==> src/rtl/timer_down.sv <==
// Minutes:seconds countdown timer with IDLE/RUN/PAUSE/DONE control.
// Registered outputs. Requests are single-cycle pulses, with priority stop > load > start.
module timer_down #(
   parameter int P_SEC_BIT = 6,
   parameter int P_MAX     = 59
) (
   input  logic                 clk,
   input  logic                 reset,
   input  logic                 en,
   input  logic                 one_sec_tick,
   input  logic                 load,
   input  logic [P_SEC_BIT-1:0] load_min,
   input  logic [P_SEC_BIT-1:0] load_sec,
   input  logic                 start,
   input  logic                 stop,
   output logic [P_SEC_BIT-1:0] min,
   output logic [P_SEC_BIT-1:0] sec,
   output logic                 running,
   output logic                 alarm,
   output logic                 done
);

   typedef enum logic [1:0] {
      ST_IDLE,
      ST_RUN,
      ST_PAUSE,
      ST_DONE
   } state_t;

   localparam logic [P_SEC_BIT-1:0] MAX_V = P_SEC_BIT'(P_MAX);
   localparam logic [P_SEC_BIT-1:0] ONE_V = P_SEC_BIT'(1);

   state_t               state_q, state_d;
   logic [P_SEC_BIT-1:0] min_q, min_d;
   logic [P_SEC_BIT-1:0] sec_q, sec_d;
   logic                 done_q, done_d;

   logic [P_SEC_BIT-1:0] load_min_c;
   logic [P_SEC_BIT-1:0] load_sec_c;
   logic                 tick_ok;
   logic                 time_zero;

   assign load_min_c = (load_min > MAX_V) ? MAX_V : load_min;
   assign load_sec_c = (load_sec > MAX_V) ? MAX_V : load_sec;
   assign tick_ok    = en & one_sec_tick;
   assign time_zero  = (min_q == '0) && (sec_q == '0);

   always_comb begin
      state_d = state_q;
      min_d   = min_q;
      sec_d   = sec_q;
      done_d  = 1'b0;

      if (stop) begin
         // Stop outranks everything, even where it has no effect of its own.
         case (state_q)
            ST_RUN:  state_d = ST_PAUSE;
            ST_DONE: state_d = ST_IDLE;
            default: state_d = state_q;
         endcase
      end else if (load && (state_q != ST_RUN)) begin
         min_d   = load_min_c;
         sec_d   = load_sec_c;
         state_d = ST_IDLE;
      end else if (start && ((state_q == ST_IDLE) || (state_q == ST_PAUSE))) begin
         // A tick on the start edge is swallowed; counting begins on the next one.
         if (!time_zero) begin
            state_d = ST_RUN;
         end
      end else if ((state_q == ST_RUN) && tick_ok) begin
         if (sec_q != '0) begin
            sec_d = sec_q - ONE_V;
            if ((min_q == '0) && (sec_q == ONE_V)) begin
               state_d = ST_DONE;
               done_d  = 1'b1;
            end
         end else if (min_q != '0) begin
            min_d = min_q - ONE_V;
            sec_d = MAX_V;
         end
      end
   end

   always_ff @(posedge clk) begin
      if (reset) begin
         state_q <= ST_IDLE;
         min_q   <= '0;
         sec_q   <= '0;
         done_q  <= 1'b0;
      end else begin
         state_q <= state_d;
         min_q   <= min_d;
         sec_q   <= sec_d;
         done_q  <= done_d;
      end
   end

   assign min     = min_q;
   assign sec     = sec_q;
   assign running = (state_q == ST_RUN);
   assign alarm   = (state_q == ST_DONE);
   assign done    = done_q;

endmodule
==> config.mk <==
export PLATFORM = sky130hd
export DESIGN_NAME = timer_down
export DESIGN_NICKNAME = d
export VERILOG_FILES = /design/src/rtl/timer_down.sv
export SDC_FILE = /design/constraint.sdc
export NUM_CORES = 1
export LEC_CHECK = 0
export ABC_AREA = 1
export CORE_MARGIN = 2
export CORE_UTILIZATION = 45
export DETAILED_ROUTE_END_ITERATION = 7
export GPL_ROUTABILITY_DRIVEN = 0
export PLACE_DENSITY = 0.77
export SLEW_MARGIN = 5
export SYNTH_ARGS = -nofsm -noshare
export SYNTH_HDL_FRONTEND = slang
export SYNTH_SLANG_ARGS = --single-unit
==> constraint.sdc <==
create_clock -name clk -period 1.5 [get_ports clk]
set_input_delay 0.375 -clock clk [delete_from_list [all_inputs] [get_ports clk]]
set_output_delay 0.375 -clock clk [all_outputs]
set_load 0.02 [all_outputs]
-- After elaboration in Yosys (flattened, before gate mapping)
Cells that the tools add are included.
- add/subtract/negate cells: 2
- $mul: 0
- div/mod/pow operators: 0
- magnitude comparators: 2
- equal/unequal tests: 9
- shifts and indexed selects: 0
- mux-type cells: 21
- bitwise operators: 4
- reduce and logical (&&, ||, !) cells: 21
- operators by type and width (kind ; number):
    2-to-1 mux 6 bit ; 12
    2-to-1 mux 2 bit ; 7
    greater-than comparator 6 bit, second input constant ; 2
    zero test 6 bit ; 2
    nonzero test 4 bit ; 3
    nonzero test 6 bit ; 2
    subtractor 6 x 1 -> 6 bit, second input constant ; 2
    AND reduction 5 bit ; 2
    == test 6 x 1 -> 1 bit, second input constant ; 1
    OR reduction 6 bit ; 1
    logical AND 1 bit ; 5
    == test 2 bit, second input constant ; 2
    inequality test 2 bit, second input constant ; 2
    inequality test 4 bit, second input constant ; 1
    one-hot mux 2 bit (2 select lines) ; 1
    AND reduction 4 bit ; 1
    nonzero test 2 bit ; 2
    inequality test 3 x 1 -> 1 bit, second input constant ; 1
    inverter 1 bit ; 3
    nonzero test 3 bit ; 1
    == test 2 x 1 -> 1 bit, second input constant ; 1
    zero test 2 bit ; 1
    inequality test 2 x 1 -> 1 bit, second input constant ; 1
    AND 1 bit ; 1
    2 further kinds ; 2
- bits in registers: 15
- bits in latches: 0
- memory bits (writable): 0
- memory bits (read-only): 0
- bits of input ports: 19
- logic and storage cells: 63
- memories: 0

-- Depth between registers and ports, before layout
Gate-level depths: netlist of run 1.
- depth in word-level cells: 8
- mapped depth: 10
- depth with buffers taken out: 10

-- Worst setup path before layout of run 1
OpenSTA, ideal clock, no wires.
- path type: register -> register
- from: reg min_q[0] (netlist: min[0])
- to: reg min_q[0] (netlist: min[0])
- library setup time: 124 ps
- arrival: 1347 ps
- data required time: 1376 ps
- slack: 29 ps
- cell stages (with the launch flop): 11
- period minus slack after synthesis: 1471 ps
- cells stage by stage: dfxtp_1 -> inv_1 -> ha_1 -> nand2_1 -> nor2_2 -> nand2_1 -> nand2_2 -> nor2_4 -> nand2_1 -> nand2_1 -> a21oi_1
- word-level cells in the longest chain between the ends: 6
- elaborated cells between the ends (all ways): 9
- classes of those cells: 1 x add/sub; 5 x mux; 3 x reduce/logical
- ends and longest elaborated chain (item ; RTL line ; RTL):
    from (decl) ; 34 ; logic [P_SEC_BIT-1:0] min_q, min_d;
    from (signal assigned) ; 92 ; min_q <= min_d;
    subtractor 6 x 1 -> 6 bit ; 78 ; min_d = min_q - ONE_V;
    2-to-1 mux 6 bit ; 77 ; end else if (min_q != '0) begin
    2-to-1 mux 6 bit ; 71 ; if (sec_q != '0) begin
    2-to-1 mux 6 bit ; 70 ; end else if ((state_q == ST_RUN) && tick_ok) begin
    2-to-1 mux 6 bit ; 65 ; end else if (start && ((state_q == ST_IDLE) || (state_q == ST_PAUSE))) begin
    2-to-1 mux 6 bit ; 61 ; end else if (load && (state_q != ST_RUN)) begin
Several ways; a longest one is shown, not always the timed one. The select of a mux whose other input is x is not followed.
A chain may end at the register's enable or synchronous reset.

-- Final worst setup path of run 1
- from: reg min_q[2] (netlist: min[2])
- to: out min[2]
- RTL lines (item ; RTL line ; RTL):
    to (decl) ; 16 ; output logic [P_SEC_BIT-1:0] min,
No word-level cell between the ends.

==> results.json, run 1 <==
{
  "status": "finished clean",
  "cp-end-kind": "primary output",
  "die_x_um": 55.0,
  "crit_path_max_incr_delay_ns": 0.45,
  "die_area_um2": 3030,
  "synth_top_area_share_pct": 25.6,
  "fin_crit_ns": 1.44,
  "rows": 18,
  "irDropWorstVdd_v": 0.000632,
  "skew_ns": 0.00251,
  "tritoncts": "built",
  "fin_cells": 272,
  "grt_antenna_before_repair": 0,
  "ant_nets": 0,
  "startpoint_type": "flop",
  "die_y_um": 55.0,
  "dp_hpwl_um": 2560,
  "synth_area_um2": 1170,
  "seq_area_um2": 305,
  "syn_area_per_cell_um2": 6.26,
  "io-pin-count": 34,
  "yosys_register_bits": 15,
  "wl_per_cell_um": 12.2,
  "first_iter_violations": 19,
  "wl_um": 3310,
  "rsz0062_at_grt": "true",
  "placedInstanceArea_um2": 1640,
  "final_common_cell": "nand2_1",
  "grt_max_degree": 11,
  "slowest_stage": "dfxtp_1",
  "r2r_start": "min[1]$_SDFFE_PP0P_",
  "setup_viol": 0,
  "area_growth_pct": 47.4,
  "start_util_pct": 47.3,
  "cts-root-buf": "clkbuf_4",
  "min_period_over_period_pct": 96.3,
  "grt-ovfl-total": 0,
  "synth-warning-count": 0,
  "timing.final.hold_violations": 0,
  "synth.largest_area_cell": "dfxtp_1",
  "dr.pass1.iters": 4,
  "max_cap_violations": 0,
  "cts_buffer_depth": 2,
  "multiInputGateArea_um2": 806,
  "tns_ns": 0,
  "path_cells": "clkdlybuf4s15_1",
  "portBuffers": 33,
  "clk_pin_slew_ns": 0.10,
  "crit_buf_inv": 1,
  "fmaxAchievable_mhz": 692,
  "p_leak_nw": 0.884,
  "worst_pin_slew_ns": 0.281,
  "cp-startpoint": "min[2]$_SDFFE_PP0P_",
  "cts_num_sinks": 15,
  "core_area_um2": 2480,
  "report.final.slew_viol_count": 0,
  "post-route-cell-area_um2": 1730,
  "h-tree-depth": 1,
  "final.fill_count": 233,
  "synthesis.nets": 211,
  "hold_class": "flop to flop",
  "layout_common_cells": "nand2_1, nor2_1, inv_1",
  "vias": 1406,
  "worstPathArrival_ns": 1.07,
  "grt_pass1_vias": 1306,
  "power_density_nw_per_um2": 921,
  "diodes": 0,
  "grt_pass1_wl_um": 5260,
  "hold_start": "state_q[1]$_SDFFE_PP0P_",
  "worst_slew_margin_rel_pct": 81.2,
  "grt_use_total_pct": 23.9,
  "drc": 0,
  "worstPathRequired_ns": 1.12,
  "cts_buffers": 3,
  "critical-path-top-delay-family": "flip-flops",
  "nets": 267,
  "hold_buffers": 0,
  "worstPathMaxFanout": 5,
  "syn_inst": 187,
  "drive_gt1_share_pct": 23.1,
  "dp.cells": 264,
  "synthTopCellsByArea": "dfxtp_1, nand2_1, nor2_1, inv_1, nand3_1",
  "final_util_pct": 69.7,
  "critical_path_class": "flop to primary output",
  "ys_seq_area_share_pct": 25.6,
  "synth_cell_type_count": 28,
  "clock_latency_ns": 0.28,
  "viasPerCell": 5.17
}
==> repair_timing <==
item                                   CTS  global route
buffers inserted                         1             3
endpoints found under the hold margin    0             0
pin swaps                                3             1
resized for setup                       27            13
setup endpoints to repair               19            14
==> power by group <==
part           internal, mW  switching (mW)
Sequential            0.443          0.0391
Clock                 0.103           0.138
Combinational         0.362           0.505
==> synthesized netlist by cell type <==
cell and n:
nand2_1 49, nor2_1 26, inv_1 23, nand3_1 16, dfxtp_1 15, a21oi_1 10, o21ai_0 6, ha_1 5
nand4_1 5, nand2_4 3, nand3_2 3, nor3_1 3, o21ai_1 3, inv_2 2, nor2_2 2, nor2_4 2
o22ai_1 2, xor2_1 2, a21oi_2 1, a21oi_4 1, buf_4 1, clkinv_1 1, inv_4 1, nand2_2 1
o21bai_1 1, o21bai_2 1, or2_2 1, xnor2_1 1
==> worst reg2reg max path: cells and delay by family, from the launching register on <==
family                     cells  cell delay, ns
adders and majority gates      1            0.20
buffers and inverters          2            0.16
DFF                            1            0.33
and+or+nand+nor                7            0.68
==> layout make-up <==
class	count	area share, %
clock buffer	4	1.52
inverter	27	6.23
multi-input combinational	144	46.7
sequential	15	17.7
tap	30	2.17
timing repair buffer	52	25.7
==> stage by stage <==
| step | total power, mW | setup slack [ns] | hold WS (ns) |
|---|---|---|---|
| 5_1_grt | 1.71 | -0.0307 | 0.523 |
| 6_report | 1.59 | 0.0554 | 0.491 |
| 2_1_floorplan | 0.999 | 0.0291 | 0.437 |
| 3_3_place_gp | 1.27 | -0.285 | 0.483 |
| 4_1_cts | 1.54 | 0.00406 | 0.509 |
| 3_5_place_dp | 1.29 | -0.345 | 0.492 |
==> cell families (layout without fill, tap and decap cells) <==
| family | Yosys count | count (layout) | share of synthesized area (%) |
|---|---|---|---|
| simple gates | 111 | 111 | 44.3 |
| buf+inv | 28 | 83 | 9.51 |
| compound gates | 25 | 25 | 12.9 |
| flops | 15 | 15 | 25.6 |
| fa+ha+maj | 5 | 5 | 5.34 |
| xor+xnor | 3 | 3 | 2.24 |
==> per-layer routing <==
layer | global-route usage [%] | vias up | part of all wire, % | wire (µm)
li1 | - | 710 | - | -
met1 | 27.1 | 639 | 45 | 1490
met2 | 44.6 | 47 | 48 | 1600
met3 | 3.23 | 10 | 4.7 | 156
met4 | 9.76 | 0 | 2.2 | 72
met5 | 0 | - | 0 | 0
==> flip-flops by register name (all words and copies together) (netlist names) <==
register  cells
done          1
state_q       2
min           6
sec           6
==> final timing paths <==
| path | endpoint | slack (ns) | depth (start not counted) |
|---|---|---|---|
| min reg2reg | state_q[1]$_SDFFE_PP0P_ | 0.49 | 2 |
| min | state_q[1]$_SDFFE_PP0P_ | 0.49 | 2 |
| max reg2reg | sec[4]$_SDFFE_PP0P_ | 0.06 | 10 |
| max | min[2] | 0.06 | 1 |
No activity file was read; power rests on OpenSTA's default activity.
==> run 2, diff against run 1 <==
CORE_UTILIZATION = 42   (was 45)
PLACE_DENSITY = 0.82   (was 0.77)
clock period = 1.2 ns   (was 1.5 ns; I/O delays follow)
==> run 2 against run 1 <==
The run now ends with negative setup slack left. Count of clock-buffer cells in the layout did not move. Highest routed layer unchanged. Clock skew is 0.0016 ns lower. Non-clock buffer count is 21 higher. Register-to-register slack worse by 0.25 ns. Wire length rose by 18%. Largest power group unchanged. Utilization rose by 4.5 points. Worst hold slack gained 0.028 ns. Global-route usage decreased by 0.46 points. Cell count up 8.1%. First-iteration DRC count grew to 4.3 times the previous value.
==> results.json, run 2 (synthesis gave the netlist of run 1 again) <==
{
  "cts_buffer_depth": 2,
  "cts_num_sinks": 15,
  "timing.final.hold_violations": 0,
  "worstPathMaxFanout": 7,
  "layout_common_cells": "nand2_1, buf_4, nor2_1",
  "cp-end-kind": "flop",
  "rsz0062_at_grt": "true",
  "worst_slew_margin_rel_pct": 83.0,
  "cts-root-buf": "clkbuf_4",
  "slowest_stage": "dfxtp_2",
  "critical_path_class": "flop to flop",
  "first_iter_violations": 82,
  "drc": 0,
  "max_cap_violations": 0,
  "grt_pass1_wl_um": 6060,
  "clk_pin_slew_ns": 0.10,
  "dp_hpwl_um": 2530,
  "nets": 288,
  "crit_buf_inv": 4,
  "startpoint_type": "flop",
  "wl_per_cell_um": 13.3,
  "viasPerCell": 5.16,
  "dr_wl_met3_um": 261,
  "worst_pin_slew_ns": 0.255,
  "wl_um": 3920,
  "dr.pass1.iters": 4,
  "multiInputGateArea_um2": 932,
  "start_util_pct": 43.2,
  "setup_viol": 17,
  "die_x_um": 56.8,
  "rows": 19,
  "power_mw": 2.32,
  "area_growth_pct": 71.8,
  "path_cells": "inv_2 > nand2_2 > nand2_4 > buf_6 > nand2_4 > buf_4 > nor2_1 > o21bai_2 > inv_1 > nor2_1",
  "power_density_nw_per_um2": 1150,
  "dp_slack_ns": -0.588,
  "tritoncts": "built",
  "seq_area_um2": 329,
  "grt_antenna_before_repair": 0,
  "placedInstanceArea_um2": 1870,
  "m1WireLength_um": 1660,
  "grt_use_total_pct": 23.5,
  "fmaxAchievable_mhz": 715,
  "clock_latency_ns": 0.29,
  "dr_wl_met2_um": 1900,
  "grt_max_degree": 12,
  "final_util_pct": 74.2,
  "skew_ns": 0.000894,
  "irDropWorstVdd_v": 0.000833,
  "report.final.slew_viol_count": 0,
  "fin_cells": 294,
  "grt-ovfl-total": 0,
  "fin_ws_ns": -0.198,
  "whs_ns": 0.519,
  "status": "complete, but fails checks",
  "final.fill_count": 214,
  "h-tree-depth": 1,
  "switching_share_pct": 43.7,
  "io-pin-count": 34,
  "fin_crit_ns": 1.40,
  "p_comb_share_pct": 59.6,
  "final_common_cell": "nand2_1",
  "cts_buffers": 3,
  "hold_class": "flop to flop",
  "min_period_over_period_pct": 117,
  "worstPathArrival_ns": 1.60,
  "core_area_um2": 2710,
  "vias": 1517,
  "post-route-cell-area_um2": 2010,
  "cellInternalPower_mw": 1.31,
  "die_y_um": 56.8,
  "diodes": 0,
  "drive_gt1_share_pct": 46.8,
  "portBuffers": 33,
  "netSwitchingPower_mw": 1.02,
  "dr.max_layer_used": "met4",
  "dp.cells": 285,
  "p_leak_nw": 0.988,
  "worstPathRequired_ns": 1.40,
  "ant_nets": 0,
  "crit_path_max_incr_delay_ns": 0.34,
  "seqPwrFrac_pct": 26.8,
  "violations": "negative setup slack",
  "power_frac_clock_pct": 13.6,
  "grt_pass1_vias": 1377,
  "critical-path-top-delay-family": "buffers and inverters",
  "tns_ns": -2.19,
  "die_area_um2": 3230
}
==> run 2: changes by cell type in the layout (fill, tap and decap cells not counted), sizes merged <==
| cell | change |
|---|---|
| buf | +35 |
| clkbuf | -1 |
| clkdlybuf4s15 | -1 |
| clkinvlp | -1 |
| dlygate4sd2 | -12 |
| inv | +1 |
==> run 2: area by class of cell <==
class	count	share of cell area, %
tap	31	1.93
timing repair buffer	73	28.4
sequential	15	16.4
inverter	27	5.66
clock buffer	4	1.31
multi-input combinational	144	46.3
==> run 2: timing repair <==
action                     in CTS  in global routing
setup endpoints to repair      30                 18
resized for setup              80                 31
hold buffers                    0                  0
pin swaps                      13                 10
setup buffers                   2                  3
gates cloned                    0                  0
==> run 2: final timing paths <==
kind,start,end,slack [ns],depth (start not counted)
min reg2reg,min[5]$_SDFFE_PP0P_,min[5]$_SDFFE_PP0P_,0.52,2
max,state_q[1]$_SDFFE_PP0P_,sec[3]$_SDFFE_PP0P_,-0.20,10
max reg2reg,state_q[1]$_SDFFE_PP0P_,sec[3]$_SDFFE_PP0P_,-0.20,10
min,min[5]$_SDFFE_PP0P_,min[5]$_SDFFE_PP0P_,0.52,2
==> run 2: worst reg2reg max path, cell delays in order, from the launching register on <==
cell,delay [ns]
dfxtp_2,0.34
inv_2,0.07
nand2_2,0.07
nand2_4,0.13
buf_6,0.16
nand2_4,0.08
buf_4,0.16
nor2_1,0.11
o21bai_2,0.08
inv_1,0.06
nor2_1,0.05
==> run 2: routing by layer <==
metal  GRT usage, %  vias to the layer above
li1               -                      757
met1           30.5                      682
met2           39.9                       66
met3           3.00                       12
met4           7.97                        0
met5              0                        -
==> run 2: power groups by stage <==
stage	logic (mW)	clock network, mW	registers [mW]
after floorplan	0.642	0	0.678
after global placement	1.13	0	0.625
after detailed placement	1.16	0	0.625
after CTS	1.20	0.311	0.616
after global routing	1.50	0.333	0.632
final	1.38	0.317	0.622
==> run 3, diff against run 2 <==
ABC_CLOCK_PERIOD_IN_PS = 1200   (was unset)
CORE_ASPECT_RATIO = 1.5   (was unset)
SKIP_LAST_GASP = 1   (was unset)
==> run 3 against run 2 <==
The flow still finishes with violations (negative setup slack). Cell area is 9.6% higher. Count of clock-buffer cells in the layout stayed put. Via count is 13% higher. Critical endpoint is now sec[1]$_SDFFE_PP0P_. Highest routed layer unchanged.
==> results.json, run 3 (synthesis gave the netlist of run 1 again) <==
{
  "status": "complete, but fails checks",
  "violations": "negative setup slack",
  "cts_buffer_depth": 2,
  "start_util_pct": 43.8,
  "diodes": 0,
  "cellInternalPower_mw": 1.47,
  "area_growth_pct": 88.4,
  "fmaxAchievable_mhz": 677,
  "hold_buffers": 0,
  "fin_crit_ns": 1.48,
  "switching_share_pct": 43.5,
  "reg2reg_depth": 9,
  "die_y_um": 68.7,
  "vias": 1713,
  "seqPwrFrac_pct": 24.3,
  "cts-root-buf": "clkbuf_8",
  "fin_cells": 311,
  "p_leak_nw": 1.05,
  "layout_common_cells": "buf_4, nand2_1, nor2_1",
  "dp_slack_ns": -0.570,
  "worstPathRequired_ns": 1.34,
  "tritoncts": "built",
  "critical_path_class": "flop to flop",
  "whs_ns": 0.512,
  "cts_buffers": 3,
  "h-tree-depth": 1,
  "rows": 23,
  "power_density_nw_per_um2": 1180,
  "worst_pin_slew_ns": 0.312,
  "viasPerCell": 5.51,
  "min_period_over_period_pct": 123,
  "grt_pass1_vias": 1542,
  "dp_hpwl_um": 2790,
  "core_area_um2": 2680,
  "irDropWorstVdd_v": 0.000901,
  "grt_pass1_wl_um": 6840,
  "netSwitchingPower_mw": 1.13,
  "nets": 299,
  "grt_use_total_pct": 30.1,
  "report.final.slew_viol_count": 0,
  "max_cap_violations": 0,
  "die_area_um2": 3240,
  "grt-ovfl-total": 0,
  "final_common_cell": "buf_4",
  "hold_class": "flop to flop",
  "rsz0062_at_grt": "true",
  "grt_max_degree": 12,
  "final_util_pct": 82.4,
  "worstPathArrival_ns": 1.62,
  "worstPathMaxFanout": 6,
  "fin_ws_ns": -0.278,
  "cp-end-kind": "flop",
  "first_iter_violations": 124,
  "tns_ns": -3.31,
  "skew_ns": 0.00564,
  "clk_pin_slew_ns": 0.06,
  "cts_num_sinks": 15,
  "wl_um": 5270,
  "power_frac_clock_pct": 16.8,
  "portBuffers": 33,
  "p_comb_share_pct": 58.9,
  "die_x_um": 47.1,
  "timing.final.hold_violations": 0,
  "drive_gt1_share_pct": 51.1,
  "dr.pass1.iters": 4,
  "clock_latency_ns": 0.26,
  "dp.cells": 291,
  "holdPathStages": 2,
  "drc": 0,
  "wl_per_cell_um": 17.0,
  "setup_viol": 15,
  "grt_antenna_before_repair": 0,
  "startpoint_type": "flop",
  "ant_nets": 0,
  "worst_slew_margin_rel_pct": 79.2,
  "io-pin-count": 34
}
## run 3: worst paths after layout
kind,start,to,slack (ns)
worst max-delay path,min[0]$_SDFFE_PP0P_,sec[1]$_SDFFE_PP0P_,-0.28
worst min-delay path,sec[2]$_SDFFE_PP0P_,sec[2]$_SDFFE_PP0P_,0.51
worst min register to register,sec[2]$_SDFFE_PP0P_,sec[2]$_SDFFE_PP0P_,0.51
worst max register to register,min[0]$_SDFFE_PP0P_,sec[1]$_SDFFE_PP0P_,-0.28
## run 3: repair_timing
action,CTS,global route
setup endpoints to repair,30,25
pin swaps,16,14
buffers inserted,8,7
endpoints found under the hold margin,0,0
gates resized for setup,69,46
gates cloned,0,1
## run 3: power groups by stage
stage               Sequential [mW]  Clock [mW]  Combinational, mW
floorplan                     0.678           0              0.642
global placement              0.627           0               1.14
detailed placement            0.629           0               1.16
CTS                           0.621       0.432               1.27
global route                  0.638       0.463               1.63
finish                        0.632       0.438               1.53
## run 3: layout make-up
cell class	instances	area [µm²]
multi-input cells	145	988
repair buffers	83	681
fillers	165	470
flip-flops and latches	15	329
inverters	27	116
well taps	37	46.3
clock buffers	4	45.0
## run 3: through the flow
step                      power, mW  area, µm²
after floorplan                1.32       1240
after global placement         1.76       1880
after detailed placement       1.79       1880
after CTS                      2.32       2060
after global routing           2.73       2210
final                          2.60       2210
## run 3: layer usage
layer	track usage [%]	up-vias	part of all wire, %
met4	16.0	0	6.1
li1	-	777	-
met3	2.60	36	6.1
met2	56.7	105	54
met1	31.1	795	34
met5	0	-	0
## run 3: worst max-delay path, cell delays in order (launching register included)
cell	delay, ns
dfxtp_4	0.35
inv_4	0.07
ha_4	0.14
nand2_2	0.06
nor2_4	0.19
nand3_4	0.14
nand2_8	0.15
inv_8	0.05
o21ai_2	0.13
nor2_1	0.07
